`src/rtl/lock_ctrl.sv`:
```
// lock_ctrl: keypad code-lock sequencer. Collects a fixed-length code,
// checks it against a programmable stored code, and drives lock, lockout
// and programming state plus the digit buffer for the display.
module lock_ctrl #(
    parameter int unsigned          CLK_FREQ     = 50_000_000,
    parameter int unsigned          CODE_LEN     = 4,
    parameter int unsigned          MAX_FAIL     = 3,
    parameter int unsigned          UNLOCK_MS    = 5000,
    parameter int unsigned          LOCKOUT_MS   = 10000,
    parameter logic [4*CODE_LEN-1:0] DEFAULT_CODE = 16'h4321
) (
    input  logic                  clk,
    input  logic                  rst_n,
    input  logic                  key_valid,
    input  logic [3:0]            key_value,
    input  logic                  prog_en,
    output logic [4*CODE_LEN-1:0] digits,
    output logic [3:0]            digit_count,
    output logic                  unlocked,
    output logic                  locked_out,
    output logic                  code_ok,
    output logic                  code_bad,
    output logic [3:0]            fail_count,
    output logic [2:0]            state
);

    localparam int unsigned DW         = 4 * CODE_LEN;
    localparam int unsigned CYC_PER_MS = CLK_FREQ / 1000;
    localparam int unsigned MAX_MS     = (UNLOCK_MS > LOCKOUT_MS) ? UNLOCK_MS : LOCKOUT_MS;
    localparam int unsigned PRE_W      = (CYC_PER_MS > 1) ? $clog2(CYC_PER_MS) : 1;
    localparam int unsigned MS_W       = (MAX_MS > 1) ? $clog2(MAX_MS + 1) : 1;

    typedef enum logic [2:0] {
        S_LOCKED   = 3'd0,
        S_ENTRY    = 3'd1,
        S_CHECK    = 3'd2,
        S_UNLOCKED = 3'd3,
        S_PROG     = 3'd4,
        S_LOCKOUT  = 3'd5
    } state_t;

    state_t          r_state;
    logic [DW-1:0]   r_digits;
    logic [DW-1:0]   r_code;
    logic [3:0]      r_count;
    logic [3:0]      r_fail;
    logic            r_unlocked;
    logic            r_locked_out;
    logic            r_code_ok;
    logic            r_code_bad;
    logic [PRE_W-1:0] r_pre;
    logic [MS_W-1:0]  r_ms;

    logic             w_key_digit;
    logic             w_key_clr;
    logic             w_key_ent;
    logic             w_room;
    logic             w_full;
    logic             w_match;
    logic [3:0]       w_fail_inc;
    logic             w_pre_wrap;
    logic             w_unlock_to;
    logic             w_lockout_to;
    logic [PRE_W-1:0] w_pre_nxt;
    logic [MS_W-1:0]  w_ms_nxt;
    logic [5:0]       w_nib_idx;

    // Key decode, buffer status and ms timer next values.
    assign w_key_digit  = key_valid && (key_value <= 4'hD);
    assign w_key_clr    = key_valid && (key_value == 4'hE);
    assign w_key_ent    = key_valid && (key_value == 4'hF);
    assign w_room       = r_count < 4'(CODE_LEN);
    assign w_full       = r_count == 4'(CODE_LEN);
    assign w_match      = w_full && (r_digits == r_code);
    assign w_fail_inc   = r_fail + 4'd1;
    assign w_nib_idx    = {r_count, 2'b00};
    assign w_pre_wrap   = r_pre == PRE_W'(CYC_PER_MS - 1);
    assign w_unlock_to  = w_pre_wrap && (r_ms == MS_W'(UNLOCK_MS - 1));
    assign w_lockout_to = w_pre_wrap && (r_ms == MS_W'(LOCKOUT_MS - 1));
    assign w_pre_nxt    = w_pre_wrap ? '0 : r_pre + PRE_W'(1);
    assign w_ms_nxt     = w_pre_wrap ? r_ms + MS_W'(1) : r_ms;

    // Sequencer FSM with registered status outputs.
    always_ff @(posedge clk or negedge rst_n) begin
        if (!rst_n) begin
            r_state      <= S_LOCKED;
            r_digits     <= '0;
            r_code       <= DEFAULT_CODE;
            r_count      <= '0;
            r_fail       <= '0;
            r_unlocked   <= 1'b0;
            r_locked_out <= 1'b0;
            r_code_ok    <= 1'b0;
            r_code_bad   <= 1'b0;
            r_pre        <= '0;
            r_ms         <= '0;
        end else begin
            r_code_ok  <= 1'b0;
            r_code_bad <= 1'b0;
            case (r_state)
                S_LOCKED: begin
                    if (w_key_digit) begin
                        r_digits <= DW'(key_value);
                        r_count  <= 4'd1;
                        r_state  <= S_ENTRY;
                    end
                end
                S_ENTRY: begin
                    if (w_key_clr) begin
                        r_digits <= '0;
                        r_count  <= '0;
                        r_state  <= S_LOCKED;
                    end else if (w_key_ent) begin
                        r_state <= S_CHECK;
                    end else if (w_key_digit && w_room) begin
                        r_digits[w_nib_idx +: 4] <= key_value;
                        r_count                  <= r_count + 4'd1;
                    end
                end
                S_CHECK: begin
                    r_digits <= '0;
                    r_count  <= '0;
                    r_pre    <= '0;
                    r_ms     <= '0;
                    if (w_match) begin
                        r_code_ok  <= 1'b1;
                        r_fail     <= '0;
                        r_unlocked <= 1'b1;
                        r_state    <= S_UNLOCKED;
                    end else begin
                        r_code_bad <= 1'b1;
                        r_fail     <= w_fail_inc;
                        if (w_fail_inc == 4'(MAX_FAIL)) begin
                            r_locked_out <= 1'b1;
                            r_state      <= S_LOCKOUT;
                        end else begin
                            r_state <= S_LOCKED;
                        end
                    end
                end
                S_UNLOCKED: begin
                    if (w_unlock_to) begin
                        r_unlocked <= 1'b0;
                        r_state    <= S_LOCKED;
                    end else begin
                        r_pre <= w_pre_nxt;
                        r_ms  <= w_ms_nxt;
                        if (w_key_digit && prog_en) begin
                            r_digits <= DW'(key_value);
                            r_count  <= 4'd1;
                            r_state  <= S_PROG;
                        end
                    end
                end
                S_PROG: begin
                    if (!prog_en) begin
                        r_digits   <= '0;
                        r_count    <= '0;
                        r_unlocked <= 1'b0;
                        r_state    <= S_LOCKED;
                    end else if (w_key_ent || w_key_clr) begin
                        r_digits <= '0;
                        r_count  <= '0;
                        if (w_key_ent && w_full) begin
                            r_code     <= r_digits;
                            r_code_ok  <= 1'b1;
                            r_unlocked <= 1'b0;
                            r_state    <= S_LOCKED;
                        end else begin
                            r_pre   <= '0;
                            r_ms    <= '0;
                            r_state <= S_UNLOCKED;
                        end
                    end else if (w_key_digit && w_room) begin
                        r_digits[w_nib_idx +: 4] <= key_value;
                        r_count                  <= r_count + 4'd1;
                    end
                end
                S_LOCKOUT: begin
                    if (w_lockout_to) begin
                        r_fail       <= '0;
                        r_locked_out <= 1'b0;
                        r_state      <= S_LOCKED;
                    end else begin
                        r_pre <= w_pre_nxt;
                        r_ms  <= w_ms_nxt;
                    end
                end
                default: begin
                    r_state <= S_LOCKED;
                end
            endcase
        end
    end

    // Output mapping.
    assign digits      = r_digits;
    assign digit_count = r_count;
    assign unlocked    = r_unlocked;
    assign locked_out  = r_locked_out;
    assign code_ok     = r_code_ok;
    assign code_bad    = r_code_bad;
    assign fail_count  = r_fail;
    assign state       = r_state;

endmodule

```
`config.mk`:
```
export PLATFORM = sky130hd
export DESIGN_NAME = lock_ctrl
export DESIGN_NICKNAME = d
export VERILOG_FILES = /design/src/rtl/lock_ctrl.sv
export SDC_FILE = /design/constraint.sdc
export NUM_CORES = 1
export LEC_CHECK = 0
export ABC_AREA = 1
export CAP_MARGIN = 20
export CORE_ASPECT_RATIO = 0.6
export CORE_MARGIN = 10
export CORE_UTILIZATION = 45
export DETAILED_ROUTE_END_ITERATION = 8
export GPL_TIMING_DRIVEN = 0
export PLACE_DENSITY = 0.75
export RECOVER_POWER = 100
export SKIP_LAST_GASP = 1
export SLEW_MARGIN = 20
export SYNTH_ARGS = -nofsm -noshare
export SYNTH_HDL_FRONTEND = slang
export SYNTH_SLANG_ARGS = --single-unit
```
`constraint.sdc`:
```
create_clock -name clk -period 2.3 [get_ports clk]
set_clock_uncertainty 0.2 [all_clocks]
set_input_delay 0.345 -clock clk [delete_from_list [all_inputs] [get_ports clk]]
set_output_delay 0.345 -clock clk [all_outputs]
set_load 0.005 [all_outputs]
```
==> run summary <==
The number of cells on the worst reg-to-reg path is 14. The share of the Yosys chip area taken by registers is 38.19%. The internal power of the cells totals 3.682 mW. Number of remaining DRC errors: 0.

Proportion of synthesized area in mux cells: 0%. Yosys printed 0 warnings. The tightest hold path in the finished design has a slack of 0.2810 ns. The average wire per standard cell was 14.15 µm. The number of cell rows is 29, and the share of total power in sequential cells is 28.3%. Clock tree root buffer cell: sky130_fd_sc_hd__clkbuf_16. The share of total power dissipated in combinational logic is 48.7%. The endpoint of the worst register-to-register path is r_pre[8]. The number of nets in the final layout was 840. The path class of the tightest hold or removal check is input port to flip-flop. The logs give 0 for the count of antenna-violating nets left after detailed routing and 56.89% for the share of the core filled with cells. The post-detailed-routing wire length was 13,730 µm; the worst slew slack as a fraction of its limit was 10.19%.

The largest net degree at the start of global routing is 55. The die area was 16,030 µm²; the antenna diode instance count was 0. The floorplan step defined a core boundary enclosing 10,780 µm². The data required time of the critical path is 2.39 ns, and the setup slack after placement is -0.4547 ns. The worst setup path is of the flip-flop to flip-flop kind. 39 I/O pins were placed. The largest family of logic cells by synthesized area was simple AND/OR/NAND/NOR gates. The shortest period the worst path allows works out to 2.199 ns. Global routing used 17.39% of the available tracks across all layers.

The logs give 0.10 ns for the setup slack of the worst register-to-register path and 10,380 µm for the detailed placer's ending HPWL. Xor-xnor portion of the synthesized cell area: 3.114%. Synthesis instantiated 31 different standard cells from the library. The share of layout cells above drive strength 1 was 10.23%. After Yosys synthesis, full adders, half adders and majority gates account for 1.483% of the synthesized area. The worst hold path cell count is 5, and the number of max-capacitance violations reported is 0.

Power spread over the standard cell area amounts to 1080 nW/µm². Routability-driven placement finished with a final weighted congestion of 0.9446. The synthesized netlist devotes 3.164% of its cell area to compound gates. Data arrives at the worst endpoint at 2.29 ns.

The maximum fanout along the worst path works out to 10. Synthesis produced 770 cells. The post-synthesis share of cell area spent on and, or, nand and nor gates came out at 46.09%. The analysis attributes to net switching a power of 2.938 mW.

The library cells used most frequently in the layout, excluding fill and tap cells, are 296 x sky130_fd_sc_hd__nand2_1, 95 x sky130_fd_sc_hd__nor2_1, 82 x sky130_fd_sc_hd__inv_1. Clock-pin slew was measured on the worst setup and hold paths at 0.07 ns. The per-instance average area after synthesis was 6.574 µm². The count of final max-slew check failures is 0. Setup repair after global routing could not meet its margin everywhere. The worst setup path is captured at a flip-flop. Synthesized cell area: 5062 µm². The via count of the first global-routing pass was 4,309; the peak supply drop was 545.0 µV. Commonest non-fill, non-tap cell in the layout: sky130_fd_sc_hd__nand2_1.

The first global-routing pass estimated 22,380 µm of wire. Buffers inserted during clock tree synthesis total 9. The worst path uses 95.59% of the clock period. The switching part of the total works out to 44.38%. The count of vias placed by the detailed router is 5,071, and the CTS sink count is 77. The tools report the initial core utilization as 46.98%.

TritonCTS built the clock tree. From synthesis to final layout, the design area changed by 21.11%. The tools report the end point of the worst hold path as digits[3]. The quantity of I/O buffers inserted on ports was 38; the y dimension of the die was 102.2 µm. The logs give 0 ns for the setup total negative slack and 784 for the synthesized net count.

The pre-antenna-repair detailed-routing pass consisted of 5 iterations. Global routing finished with a remaining overflow of 0. For the maximum clock frequency, the log shows 0.4548 GHz. Dividing the detail-routed via count by the number of cells gives 5.228. The slew at the pin closest to its max-slew limit is 1.347 ns, and the hold violation count in the final report is 0.

After the first detailed-routing iteration, the DRC count stood at 650. Across all setup checks in the final design, the least slack found is 0.1014 ns. In this run the deepest clock path goes through 2 buffers.

The flow ran to the end, and the final reports show no timing, DRC or antenna violations. The horizontal die dimension was 156.9 µm. The H-tree generated during clock tree synthesis spans 3 levels. Of the total power, the clock network draws 23.0%.

Launch instance of the worst min-delay path: key_value[3]. The launch instance of the worst register-to-register path is digit_count[0]. STA classifies the critical path startpoint as a flip-flop. Setup violations remaining at the end of the flow were counted as 0. The tools report the clock latency at the later pin of the worst-skew pair as 0.35 ns. The analysis attributes to cell leakage a power of 3.138 nW. In this run, synthesis produced a sequential element count of 77. The initial antenna violation count is 0.
## through the flow
stage	instances	instance area (µm²)	total power [mW]
final	970	6131	6.620
after global routing	970	6131	7.159
after CTS	967	6022	6.589
after detailed placement	948	5642	4.976
after global placement	947	5617	4.956
after floorplan	770	5062	3.873
## worst max-delay path, cell delays in order (launching register included)
cell                      delay [ns]
sky130_fd_sc_hd__dfrtp_2        0.40
sky130_fd_sc_hd__inv_2          0.09
sky130_fd_sc_hd__buf_6          0.14
sky130_fd_sc_hd__ha_2           0.21
sky130_fd_sc_hd__nand3_2        0.14
sky130_fd_sc_hd__inv_1          0.11
sky130_fd_sc_hd__nand3_1        0.11
sky130_fd_sc_hd__nand3_1        0.09
sky130_fd_sc_hd__nand2_1        0.10
sky130_fd_sc_hd__inv_1          0.11
sky130_fd_sc_hd__nor2_4         0.05
sky130_fd_sc_hd__nand2_4        0.11
sky130_fd_sc_hd__buf_6          0.16
sky130_fd_sc_hd__nand2_1        0.06
sky130_fd_sc_hd__nand2_1        0.06
## metal layers
metal  vias to the layer above  GRT usage [%]  part of all wire, %
li1                       2546              -                    -
met1                      2292          27.34                   51
met2                       222          22.03                   37
met3                        11          4.740                   11
met4                         0          4.549                  1.0
met5                         -              0                    0
## cell families (layout without fill, tap and decap cells)
group / count (synthesis) / after routing
and+or+nand+nor: 536 / 536
xor gates and xnor gates: 18 / 18
adders and majority gates: 6 / 6
DFF: 77 / 77
AOI/OAI and AO/OA: 32 / 32
buffers and inverters: 101 / 162
## how the worst max path moves through the flow
stage,from,endpoint,slack [ns]
final,digit_count[0],r_pre[8],0.10
after global routing,r_pre[0],digits[9],-0.04
after CTS,digit_count[0],digits[2],0.005
after detailed placement,digit_count[0],r_code[8],-0.45
after global placement,rst_n,r_code[4],-2.06
after floorplan,digit_count[0],r_pre[6],0.04
## layout make-up
type,instances,area (µm²)
clock buffer,11,252.7
sequential,77,1937
timing repair buffer,45,459.2
clock inverter,5,66.31
inverter,88,332.8
multi-input combinational,592,2820
buffer,13,88.84
fill,1003,4646
tap,139,173.9
## sequential cells by signal (all words and copies together), names as in the netlist
signal / count
code_ok: 1
state: 3
digit_count: 4
locked_out: 1
unlocked: 1
r_code: 16
digits: 16
r_ms: 14
r_pre: 16
code_bad: 1
fail_count: 4
## power groups by stage
stage | combinational [mW] | clock, mW | sequential, mW
after floorplan | 2.01 | 0 | 1.86
after global placement | 3.04 | 0 | 1.92
after detailed placement | 3.06 | 0 | 1.92
after CTS | 3.16 | 1.55 | 1.88
after global routing | 3.63 | 1.62 | 1.92
final | 3.22 | 1.52 | 1.87
## cells in the mapped netlist
cell type / instances / share of area [%]
sky130_fd_sc_hd__nand4_1: 25 / 3.1
sky130_fd_sc_hd__o21ai_0: 28 / 2.8
sky130_fd_sc_hd__and3b_1: 1 / 0.17
sky130_fd_sc_hd__inv_1: 83 / 6.2
sky130_fd_sc_hd__nand2_4: 1 / 0.22
sky130_fd_sc_hd__nor3_1: 10 / 0.99
sky130_fd_sc_hd__and2_0: 1 / 0.12
sky130_fd_sc_hd__buf_6: 1 / 0.22
sky130_fd_sc_hd__buf_4: 3 / 0.44
sky130_fd_sc_hd__nand3b_1: 1 / 0.15
sky130_fd_sc_hd__nand3_2: 5 / 0.99
sky130_fd_sc_hd__xor2_1: 8 / 1.4
sky130_fd_sc_hd__nor2_4: 5 / 1.1
sky130_fd_sc_hd__dfrtp_1: 72 / 36
sky130_fd_sc_hd__nor2_1: 97 / 7.2
sky130_fd_sc_hd__o21ai_1: 1 / 0.099
sky130_fd_sc_hd__nor3_2: 1 / 0.20
sky130_fd_sc_hd__dfstp_2: 5 / 2.6
sky130_fd_sc_hd__a21oi_1: 3 / 0.30
sky130_fd_sc_hd__inv_2: 5 / 0.37
sky130_fd_sc_hd__clkbuf_1: 5 / 0.37
sky130_fd_sc_hd__nand3_1: 78 / 7.7
sky130_fd_sc_hd__nand3_4: 1 / 0.35
sky130_fd_sc_hd__ha_1: 6 / 1.5
sky130_fd_sc_hd__nand2_2: 4 / 0.49
sky130_fd_sc_hd__xnor2_1: 10 / 1.7
sky130_fd_sc_hd__or2_2: 6 / 0.74
sky130_fd_sc_hd__buf_2: 4 / 0.40
sky130_fd_sc_hd__nand4_2: 1 / 0.25
sky130_fd_sc_hd__nor2_2: 3 / 0.37
sky130_fd_sc_hd__nand2_1: 296 / 22
## what timing repair did
| item | 4_1_cts | 5_1_grt |
|---|---|---|
| resized for setup | 14 | 22 |
| endpoints found under the hold margin | 23 | 0 |
| hold buffers | 1 | 0 |
| pin swaps | 2 | 6 |
| setup buffers | 2 | 3 |
| endpoints found under the setup margin | 73 | 65 |
Power figures use the tool's default switching activity.
